**src/rtl/riscv_multicycle_ctrl.sv**
```systemverilog
// riscv_multicycle_ctrl
// ---------------------
// Control unit for a multi-cycle RISC-V core built around one shared ALU.
// It decodes the latched instruction fields and steps a one-state-per-cycle
// FSM that drives the datapath multiplexers, enables and ALU function.
//
// Parameters
//   MEM_HANDSHAKE  0: memory completes in one cycle (memReady ignored)
//                  1: FETCH / MEMREAD / MEMWRITE wait for memReady
//   ILLEGAL_TRAP   1: unsupported encoding parks in HALT until rst
//                  0: unsupported encoding retires as a NOP
//   CNT_W          width of retiredCount
//
// Ports
//   clk, rst            clock, synchronous active-high reset
//   op, func3, func7    instruction[6:0], [14:12], [30]
//   zero, neg           ALU result flags (branch resolution)
//   memReady            memory access completes this cycle
//   PCWrite, IRWrite, regWrite, memWrite, memRead, adrSrc   enables/selects
//   resultSrc           00 ALUOut, 01 MemData, 10 ALU result
//   ALUSrcA             00 PC, 01 OldPC, 10 A reg
//   ALUSrcB             00 B reg, 01 imm, 10 const 4
//   ALUControl          000 add 001 sub 010 and 011 or 100 slt 101 xor
//                       110 sltu 111 pass B
//   immSrc              000 I, 001 S, 010 B, 011 J, 100 U
//   retired             pulse on the last cycle of a completed instruction
//   retiredCount        completed-instruction count, wraps
//   halted              high while parked in HALT
module riscv_multicycle_ctrl #(
    parameter int MEM_HANDSHAKE = 0,
    parameter int ILLEGAL_TRAP  = 1,
    parameter int CNT_W         = 32
) (
    input  logic             clk,
    input  logic             rst,
    input  logic [6:0]       op,
    input  logic [2:0]       func3,
    input  logic             func7,
    input  logic             zero,
    input  logic             neg,
    input  logic             memReady,
    output logic             PCWrite,
    output logic             IRWrite,
    output logic             regWrite,
    output logic             memWrite,
    output logic             memRead,
    output logic             adrSrc,
    output logic [1:0]       resultSrc,
    output logic [1:0]       ALUSrcA,
    output logic [1:0]       ALUSrcB,
    output logic [2:0]       ALUControl,
    output logic [2:0]       immSrc,
    output logic             retired,
    output logic [CNT_W-1:0] retiredCount,
    output logic             halted
);

    localparam logic [6:0] OP_R    = 7'b0110011;
    localparam logic [6:0] OP_I    = 7'b0010011;
    localparam logic [6:0] OP_LW   = 7'b0000011;
    localparam logic [6:0] OP_SW   = 7'b0100011;
    localparam logic [6:0] OP_BR   = 7'b1100011;
    localparam logic [6:0] OP_JAL  = 7'b1101111;
    localparam logic [6:0] OP_JALR = 7'b1100111;
    localparam logic [6:0] OP_LUI  = 7'b0110111;

    localparam logic [2:0] ALU_ADD  = 3'b000;
    localparam logic [2:0] ALU_SUB  = 3'b001;
    localparam logic [2:0] ALU_AND  = 3'b010;
    localparam logic [2:0] ALU_OR   = 3'b011;
    localparam logic [2:0] ALU_SLT  = 3'b100;
    localparam logic [2:0] ALU_XOR  = 3'b101;
    localparam logic [2:0] ALU_SLTU = 3'b110;
    localparam logic [2:0] ALU_PASS = 3'b111;

    localparam logic [2:0] IMM_I = 3'b000;
    localparam logic [2:0] IMM_S = 3'b001;
    localparam logic [2:0] IMM_B = 3'b010;
    localparam logic [2:0] IMM_J = 3'b011;
    localparam logic [2:0] IMM_U = 3'b100;

    localparam logic [CNT_W-1:0] CNT_ONE = CNT_W'(1);

    typedef enum logic [3:0] {
        S_FETCH,
        S_DECODE,
        S_MEMADR,
        S_MEMREAD,
        S_MEMWB,
        S_MEMWRITE,
        S_EXECR,
        S_EXECI,
        S_ALUWB,
        S_BRANCH,
        S_JAL,
        S_JALR,
        S_JLINK,
        S_LUI,
        S_ILLEGAL,
        S_HALT
    } state_t;

    // Where an unsupported encoding ends up after its one dead cycle.
    localparam state_t ILLEGAL_EXIT = (ILLEGAL_TRAP != 0) ? S_HALT : S_FETCH;

    state_t           state;
    state_t           next_state;
    logic             mem_done;
    logic             alu_ok;
    logic [2:0]       alu_fn;
    logic             br_ok;
    logic             br_take;
    logic [CNT_W-1:0] count;

    // Without the handshake every memory access completes in its first cycle.
    assign mem_done = (MEM_HANDSHAKE != 0) ? memReady : 1'b1;

    // func3 -> ALU function, shared by EXECR and EXECI; func7 only picks
    // sub for register-register operations.
    always_comb begin
        alu_ok = 1'b1;
        alu_fn = ALU_ADD;
        case (func3)
            3'b000:  alu_fn = (state == S_EXECR && func7) ? ALU_SUB : ALU_ADD;
            3'b111:  alu_fn = ALU_AND;
            3'b110:  alu_fn = ALU_OR;
            3'b100:  alu_fn = ALU_XOR;
            3'b010:  alu_fn = ALU_SLT;
            3'b011:  alu_fn = ALU_SLTU;
            default: alu_ok = 1'b0;
        endcase
    end

    always_comb begin
        br_ok   = 1'b1;
        br_take = 1'b0;
        case (func3)
            3'b000:  br_take = zero;
            3'b001:  br_take = ~zero;
            3'b100:  br_take = neg;
            3'b101:  br_take = ~neg;
            default: br_ok = 1'b0;
        endcase
    end

    always_ff @(posedge clk) begin
        if (rst) begin
            state <= S_FETCH;
        end else begin
            state <= next_state;
        end
    end

    always_comb begin
        next_state = state;
        PCWrite    = 1'b0;
        IRWrite    = 1'b0;
        regWrite   = 1'b0;
        memWrite   = 1'b0;
        memRead    = 1'b0;
        adrSrc     = 1'b0;
        resultSrc  = 2'b00;
        ALUSrcA    = 2'b00;
        ALUSrcB    = 2'b00;
        ALUControl = ALU_ADD;
        immSrc     = IMM_I;

        case (state)
            S_FETCH: begin
                memRead   = 1'b1;
                ALUSrcB   = 2'b10;
                resultSrc = 2'b10;
                // IR and PC load only on the cycle the fetch completes.
                if (mem_done) begin
                    IRWrite    = 1'b1;
                    PCWrite    = 1'b1;
                    next_state = S_DECODE;
                end
            end
            S_DECODE: begin
                ALUSrcA = 2'b01;
                ALUSrcB = 2'b01;
                immSrc  = (op == OP_JAL) ? IMM_J : IMM_B;
                case (op)
                    OP_LW, OP_SW: next_state = S_MEMADR;
                    OP_R:         next_state = S_EXECR;
                    OP_I:         next_state = S_EXECI;
                    OP_BR:        next_state = S_BRANCH;
                    OP_JAL:       next_state = S_JAL;
                    OP_JALR:      next_state = S_JALR;
                    OP_LUI:       next_state = S_LUI;
                    default:      next_state = S_ILLEGAL;
                endcase
            end
            S_MEMADR: begin
                ALUSrcA    = 2'b10;
                ALUSrcB    = 2'b01;
                immSrc     = (op == OP_SW) ? IMM_S : IMM_I;
                next_state = (op == OP_SW) ? S_MEMWRITE : S_MEMREAD;
            end
            S_MEMREAD: begin
                adrSrc  = 1'b1;
                memRead = 1'b1;
                if (mem_done) begin
                    next_state = S_MEMWB;
                end
            end
            S_MEMWB: begin
                resultSrc  = 2'b01;
                regWrite   = 1'b1;
                next_state = S_FETCH;
            end
            S_MEMWRITE: begin
                adrSrc   = 1'b1;
                memWrite = 1'b1;
                if (mem_done) begin
                    next_state = S_FETCH;
                end
            end
            // An unsupported func3 turns this cycle into the dead cycle:
            // nothing is driven and the FSM leaves through ILLEGAL_EXIT.
            S_EXECR: begin
                if (alu_ok) begin
                    ALUSrcA    = 2'b10;
                    ALUSrcB    = 2'b00;
                    ALUControl = alu_fn;
                    next_state = S_ALUWB;
                end else begin
                    next_state = ILLEGAL_EXIT;
                end
            end
            S_EXECI: begin
                if (alu_ok) begin
                    ALUSrcA    = 2'b10;
                    ALUSrcB    = 2'b01;
                    immSrc     = IMM_I;
                    ALUControl = alu_fn;
                    next_state = S_ALUWB;
                end else begin
                    next_state = ILLEGAL_EXIT;
                end
            end
            S_ALUWB: begin
                resultSrc  = 2'b00;
                regWrite   = 1'b1;
                next_state = S_FETCH;
            end
            S_BRANCH: begin
                if (br_ok) begin
                    ALUSrcA    = 2'b10;
                    ALUSrcB    = 2'b00;
                    ALUControl = ALU_SUB;
                    resultSrc  = 2'b00;
                    PCWrite    = br_take;
                    next_state = S_FETCH;
                end else begin
                    next_state = ILLEGAL_EXIT;
                end
            end
            S_JAL: begin
                // Target was computed in DECODE and sits in ALUOut.
                ALUSrcA    = 2'b01;
                ALUSrcB    = 2'b10;
                resultSrc  = 2'b00;
                PCWrite    = 1'b1;
                next_state = S_ALUWB;
            end
            S_JALR: begin
                ALUSrcA    = 2'b10;
                ALUSrcB    = 2'b01;
                immSrc     = IMM_I;
                resultSrc  = 2'b10;
                PCWrite    = 1'b1;
                next_state = S_JLINK;
            end
            S_JLINK: begin
                // Link value OldPC+4 is formed after the PC has moved.
                ALUSrcA    = 2'b01;
                ALUSrcB    = 2'b10;
                next_state = S_ALUWB;
            end
            S_LUI: begin
                ALUSrcB    = 2'b01;
                immSrc     = IMM_U;
                ALUControl = ALU_PASS;
                next_state = S_ALUWB;
            end
            S_ILLEGAL: begin
                next_state = ILLEGAL_EXIT;
            end
            S_HALT: begin
                next_state = S_HALT;
            end
            default: begin
                next_state = S_FETCH;
            end
        endcase
    end

    // Completion is a transition into FETCH from any other state; a reset
    // forcing FETCH is not a completion.
    assign retired = (next_state == S_FETCH) && (state != S_FETCH) && !rst;

    always_ff @(posedge clk) begin
        if (rst) begin
            count <= '0;
        end else if (retired) begin
            count <= count + CNT_ONE;
        end
    end

    assign retiredCount = count;
    assign halted       = (state == S_HALT);

endmodule

```
**config.mk**
```make
export PLATFORM = sky130hd
export DESIGN_NAME = riscv_multicycle_ctrl
export DESIGN_NICKNAME = d
export VERILOG_FILES = /design/src/rtl/riscv_multicycle_ctrl.sv
export SDC_FILE = /design/constraint.sdc
export NUM_CORES = 1
export LEC_CHECK = 0
export ABC_AREA = 1
export CAP_MARGIN = 15
export CORE_ASPECT_RATIO = 1.25
export CORE_MARGIN = 2
export CORE_UTILIZATION = 30
export DETAILED_ROUTE_END_ITERATION = 7
export PLACE_DENSITY_LB_ADDON = 0.3
export SLEW_MARGIN = 30
export SYNTH_ARGS = -nofsm -noshare
export SYNTH_HDL_FRONTEND = slang
export SYNTH_SLANG_ARGS = --single-unit
export TNS_END_PERCENT = 5
```
**constraint.sdc**
```tcl
create_clock -name clk -period 2.6 [get_ports clk]
set_input_delay 0.78 -clock clk [delete_from_list [all_inputs] [get_ports clk]]
set_output_delay 0.78 -clock clk [all_outputs]
set_load 0.02 [all_outputs]
```
After elaboration in Yosys (flattened, before gate mapping):

Cells that the tools add are included.

* output and inout port bits: 52
* input bits: 16
* bits in registers: 36
* word-level logic and storage cells: 88

* equality and inequality tests: 30
* mux-type cells: 29
* bitwise gates (word level): 2
* add/sub/neg operators: 1
* reduce and logical (&&, ||, !) cells: 24

Operators by type and width (count)
* $pmux W4 S10: 1
* $add A32 B1 Y32 const B: 1
* $eq A4 B4 Y1 const B: 8
* $pmux W4 S7: 1
* $eq A7 B6 Y1 const B: 3
* $eq A7 B7 Y1 const B: 3
* $pmux W3 S3: 2
* $pmux W3 S6: 1
* $eq A4 B3 Y1 const B: 4
* $reduce_or A2 Y1: 8
* $reduce_or A3 Y1: 5
* $mux W1: 13
* $eq A3 B3 Y1 const B: 4
* $mux W3: 3
* $eq A4 B2 Y1 const B: 2
* $logic_not A4 Y1: 2
* $pmux W2 S4: 1
* $reduce_or A4 Y1: 2
* $eq A7 B2 Y1 const B: 1
* $eq A7 B5 Y1 const B: 1
* $eq A3 B2 Y1 const B: 2
* $pmux W2 S3: 1
* $reduce_or A6 Y1: 1
* $eq A4 B1 Y1 const B: 1
* other kinds (11): 15

Logic depth before layout (Yosys ltp):

* word-level depth: 8
* mapped depth: 13
* mapped depth without buffers: 13

Worst setup path after synthesis:

Ideal clock, no wire load.

* path kind: in2out
* start point: input port func3[1]
* end point: output port ALUSrcB[0]
* arrival time: 1.816 ns
* path buffers: 0
* stages on the path: 4
* slack: 0.004 ns
* data required time: 1.820 ns
* path through: inv_1 nand2_1 inv_1 o311ai_0

* word-level cells in the longest chain between the ends: 5
* elaborated cells on any way between the ends: 10
* classes of those cells: eq/ne (5); mux (3); reduce/logical (2)

Ends and longest elaborated chain
* from (decl): RTL line 37 `input logic [2:0] func3,`
* $eq A3 B3 Y1, or another cell as far along: RTL line 123 `case (func3)`
* $reduce_or A6 Y1 (no line) (*)
* $mux W1 (*): RTL line 123
* $mux W1 (*): RTL line 233 `if (alu_ok) begin`
* $pmux W2 S3 (*): RTL line 168 `case (state)`
* to (decl): RTL line 50 `output logic [1:0] ALUSrcB,`

Every way passes the cells marked *; elsewhere a longest branch is shown, timed or not.

Final worst setup path:

* start point: input port op[3]
* end point: output port retired

* word-level cells in the longest chain between the ends: 7
* elaborated cells on any way between the ends: 15
* classes of those cells: eq/ne (8); mux (3); reduce/logical (4)

Ends and longest elaborated chain
* from (decl): RTL line 36 `input logic [6:0] op,`
* $eq A7 B6 Y1 / $eq A7 B2 Y1 (equally long branches): RTL line 184, 199
* $reduce_or A2 Y1: RTL line 184 `case (op)`
* $pmux W4 S7: RTL line 184
* $pmux W4 S10 (*): RTL line 168
* $logic_not A4 Y1 (*): RTL line 302 `assign retired = (next_state == S_FETCH) && (state != S_FETCH) && !rst;`
* $logic_and A1 B1 Y1 (*) (2 in series): RTL line 302
* to (decl): RTL line 53 `output logic retired,`

Marks and branches as above.

==> impl_metrics.toml <==
[detailed_routing]
wl_met2_um = 4487
drt_wl_total_um = 8666
first_pass_iters = 4
via_count = 3024
top_layer_used = "met4"
drt-initial-drc-count = 136
wl_met3_um = 459
post-route-drc-count = 0
drt-met1-wl_um = 3559
wire_per_inst_um = 13.37
viasPerCell = 4.667
ant_nets = 0

[layout]
final_cell_mix = "nand2_1, nor2_1, buf_4, nand3_1, dfxtp_1"
mostFrequentLayoutCell = "nand2_1"
finalInstanceArea_um2 = 3924
fill_cells = 926
fin_nets = 545
drive_gt1_share_pct = 22.73
antenna_cells = 0
area_growth_pct = 43.39
instances_no_fill = 648

[clock_tree]
cts_tree = "built"
clockRootBuffer = "clkbuf_8"
htree_levels = 2
ctsHoldBuffers = 0
cts.sink_count = 36
cts_buffers = 5
clk_pin_slew_worst_paths_ns = 0.07
clk_path_buf_depth = 2
insertion_delay_ns = 0.29

[sta]
max_freq_ghz = 0.3776
finalSetupTns_ns = -0.04838
fin_skew_ns = 0.005543
final.setup.worst_slack_ns = -0.04838
tightest_slew_ns = 0.6091
period_minus_slack_ns = 2.648
relSlewSlack_pct = 59.08
rsz0062_at_grt = "yes"
hold_viol = 0
post-route-period-util_pct = 101.9
setup_violations = 1
slew_violations = 0

[synthesis]
yosysSeqAreaShare_pct = 26.34
synth_cell_types = 36
syn_nets = 444
synth_edf_count = 0
syn_area_um2 = 2736
ys_ff_latch = 36
synth_cells = 427
synth-main-ff-cell = "dfxtp_1"
synth-async-reset-ratio_pct = 0
avgSynthCellArea_um2 = 6.408
yosysWarnings = 0

[die]
rows = 38
die_w_um = 89.42
fp.dieH_um = 110.8
initial_utilization_pct = 31.11
ios = 68
coreArea_um2 = 8796
dieArea_um2 = 9906

[placement]
place_area_um2 = 3701
dpl_worst_slack_ns = -0.9757
port_buffers = 66
dp_hpwl_um = 6448
dp_cells = 635
gp_congestion = 0.8910

[outcome]
status = "complete, but fails checks"
violations = "negative setup slack"

[setup_path]
path_cells = "buf_6, inv_4, nand2_4, nor2_4, nand2_2, o21ai_4, or2_4, nand3_4, nor2_4, nand2_4, inv_2, buf_6"
crit_type = "input port to output pin"
critPathTopFamily = "simple AND/OR/NAND/NOR gates"
arrival_ns = 1.87
rrSetupSlack_ns = 0.45
worst_ep_required_time_ns = 1.82
critPathMaxStageDelay_ns = 0.15
end_kind = "output pin"
critPathBufInv = 4
cp_max_fo = 3
startpoint_type = "input port"
cp_slowest_cell = "or2_4"

[global_routing]
grt.total_usage_pct = 17.21
grt_pass1_vias = 2975
grt_pass1_wl_um = 13790
grt-ovfl-total = 0
grt_start_max_net_pins = 34
antenna_found_initial = 0

[pwr]
p_total_mw = 2.887
vdd_drop_max_mv = 0.4044
leakagePower_nw = 1.625
p_per_area_nw_per_um2 = 735.9

[job]
drv_cap = 0

[min_path]
hold_class = "flop to flop"
cells in the mapped netlist, types with 3 or more instances:
master    count  area share (%)
buf_6         7             2.9
a21oi_2       6             1.9
xnor2_1       6             1.9
nand2_1     115              16
a21oi_1      27             4.9
nand4_1       9             2.1
nand2_2       3            0.69
inv_1        38             5.2
nand3b_1      3            0.82
buf_4         3            0.82
nor3_1       15             2.7
o21ai_0       8             1.5
nand3_2       5             1.8
clkbuf_1      3            0.41
nand2_4       3             1.2
dfxtp_1      36              26
xor2_1       23             7.4
nand3_1      40             7.3
inv_2         5            0.69
nor2_1       53             7.3
worst min-delay path, stage by stage (launching register included):
cell and delay, ns:
dfxtp_1 0.34, nand2_1 0.07, a21oi_1 0.05
cell families after synthesis:
logic type                 synth area share [%]
muxes                                    0.4115
and+or+nand+nor                           42.75
adders and majority gates                0.4572
xor gates and xnor gates                  9.282
DFF                                       26.34
AOI/OAI and AO/OA                         10.38
buffers and inverters                     10.38
through the flow:
step / utilization [%] / hold slack, ns
6_report: 44.61 / 0.5029
5_1_grt: 44.61 / 0.5293
4_1_cts: 43.02 / 0.5001
3_5_place_dp: 42.08 / 0.4867
3_3_place_gp: 42.08 / 0.4848
2_1_floorplan: - / 0.5586
flip-flops by register name (all words and copies together) (netlist names):
name and cells:
retiredCount 32, state 4
worst paths after layout:
path | from | to | depth (start not counted)
worst max-delay path | op[3] | retired | 12
worst min-delay path | retiredCount[6] | retiredCount[6] | 2
worst max register to register | retiredCount[1] | retiredCount[28] | 9
worst min register to register | retiredCount[6] | retiredCount[6] | 2
metal layers:
layer / vias up / track usage [%]
met1: 1341 / 20.37
met2: 93 / 31.26
met3: 15 / 2.681
met5: - / 0
met4: 0 / 4.378
li1: 1575 / -
cell type report:
cell class                 count  area [um^2]  area share [%]
tap                          120        150.1           3.827
clock buffer                   6        72.57           1.849
clock inverter                 1        5.005          0.1276
multi-input combinational    333         1859           47.39
sequential                    36        720.7           18.37
timing repair buffer         108        943.4           24.04
inverter                      44        172.7           4.401
power by group:
| group | internal [mW] | switching (mW) | total, mW |
|---|---|---|---|
| Clock | 0.182 | 0.193 | 0.375 |
| Combinational | 0.708 | 1.15 | 1.86 |
| Sequential | 0.598 | 0.0539 | 0.652 |
| Total | 1.49 | 1.40 | 2.89 |
timing repair:
action	CTS	global route
setup buffers	0	6
endpoints found under the setup margin	14	13
resized for setup	74	61
pin swaps	15	18
No activity file was read; power rests on OpenSTA's default activity.
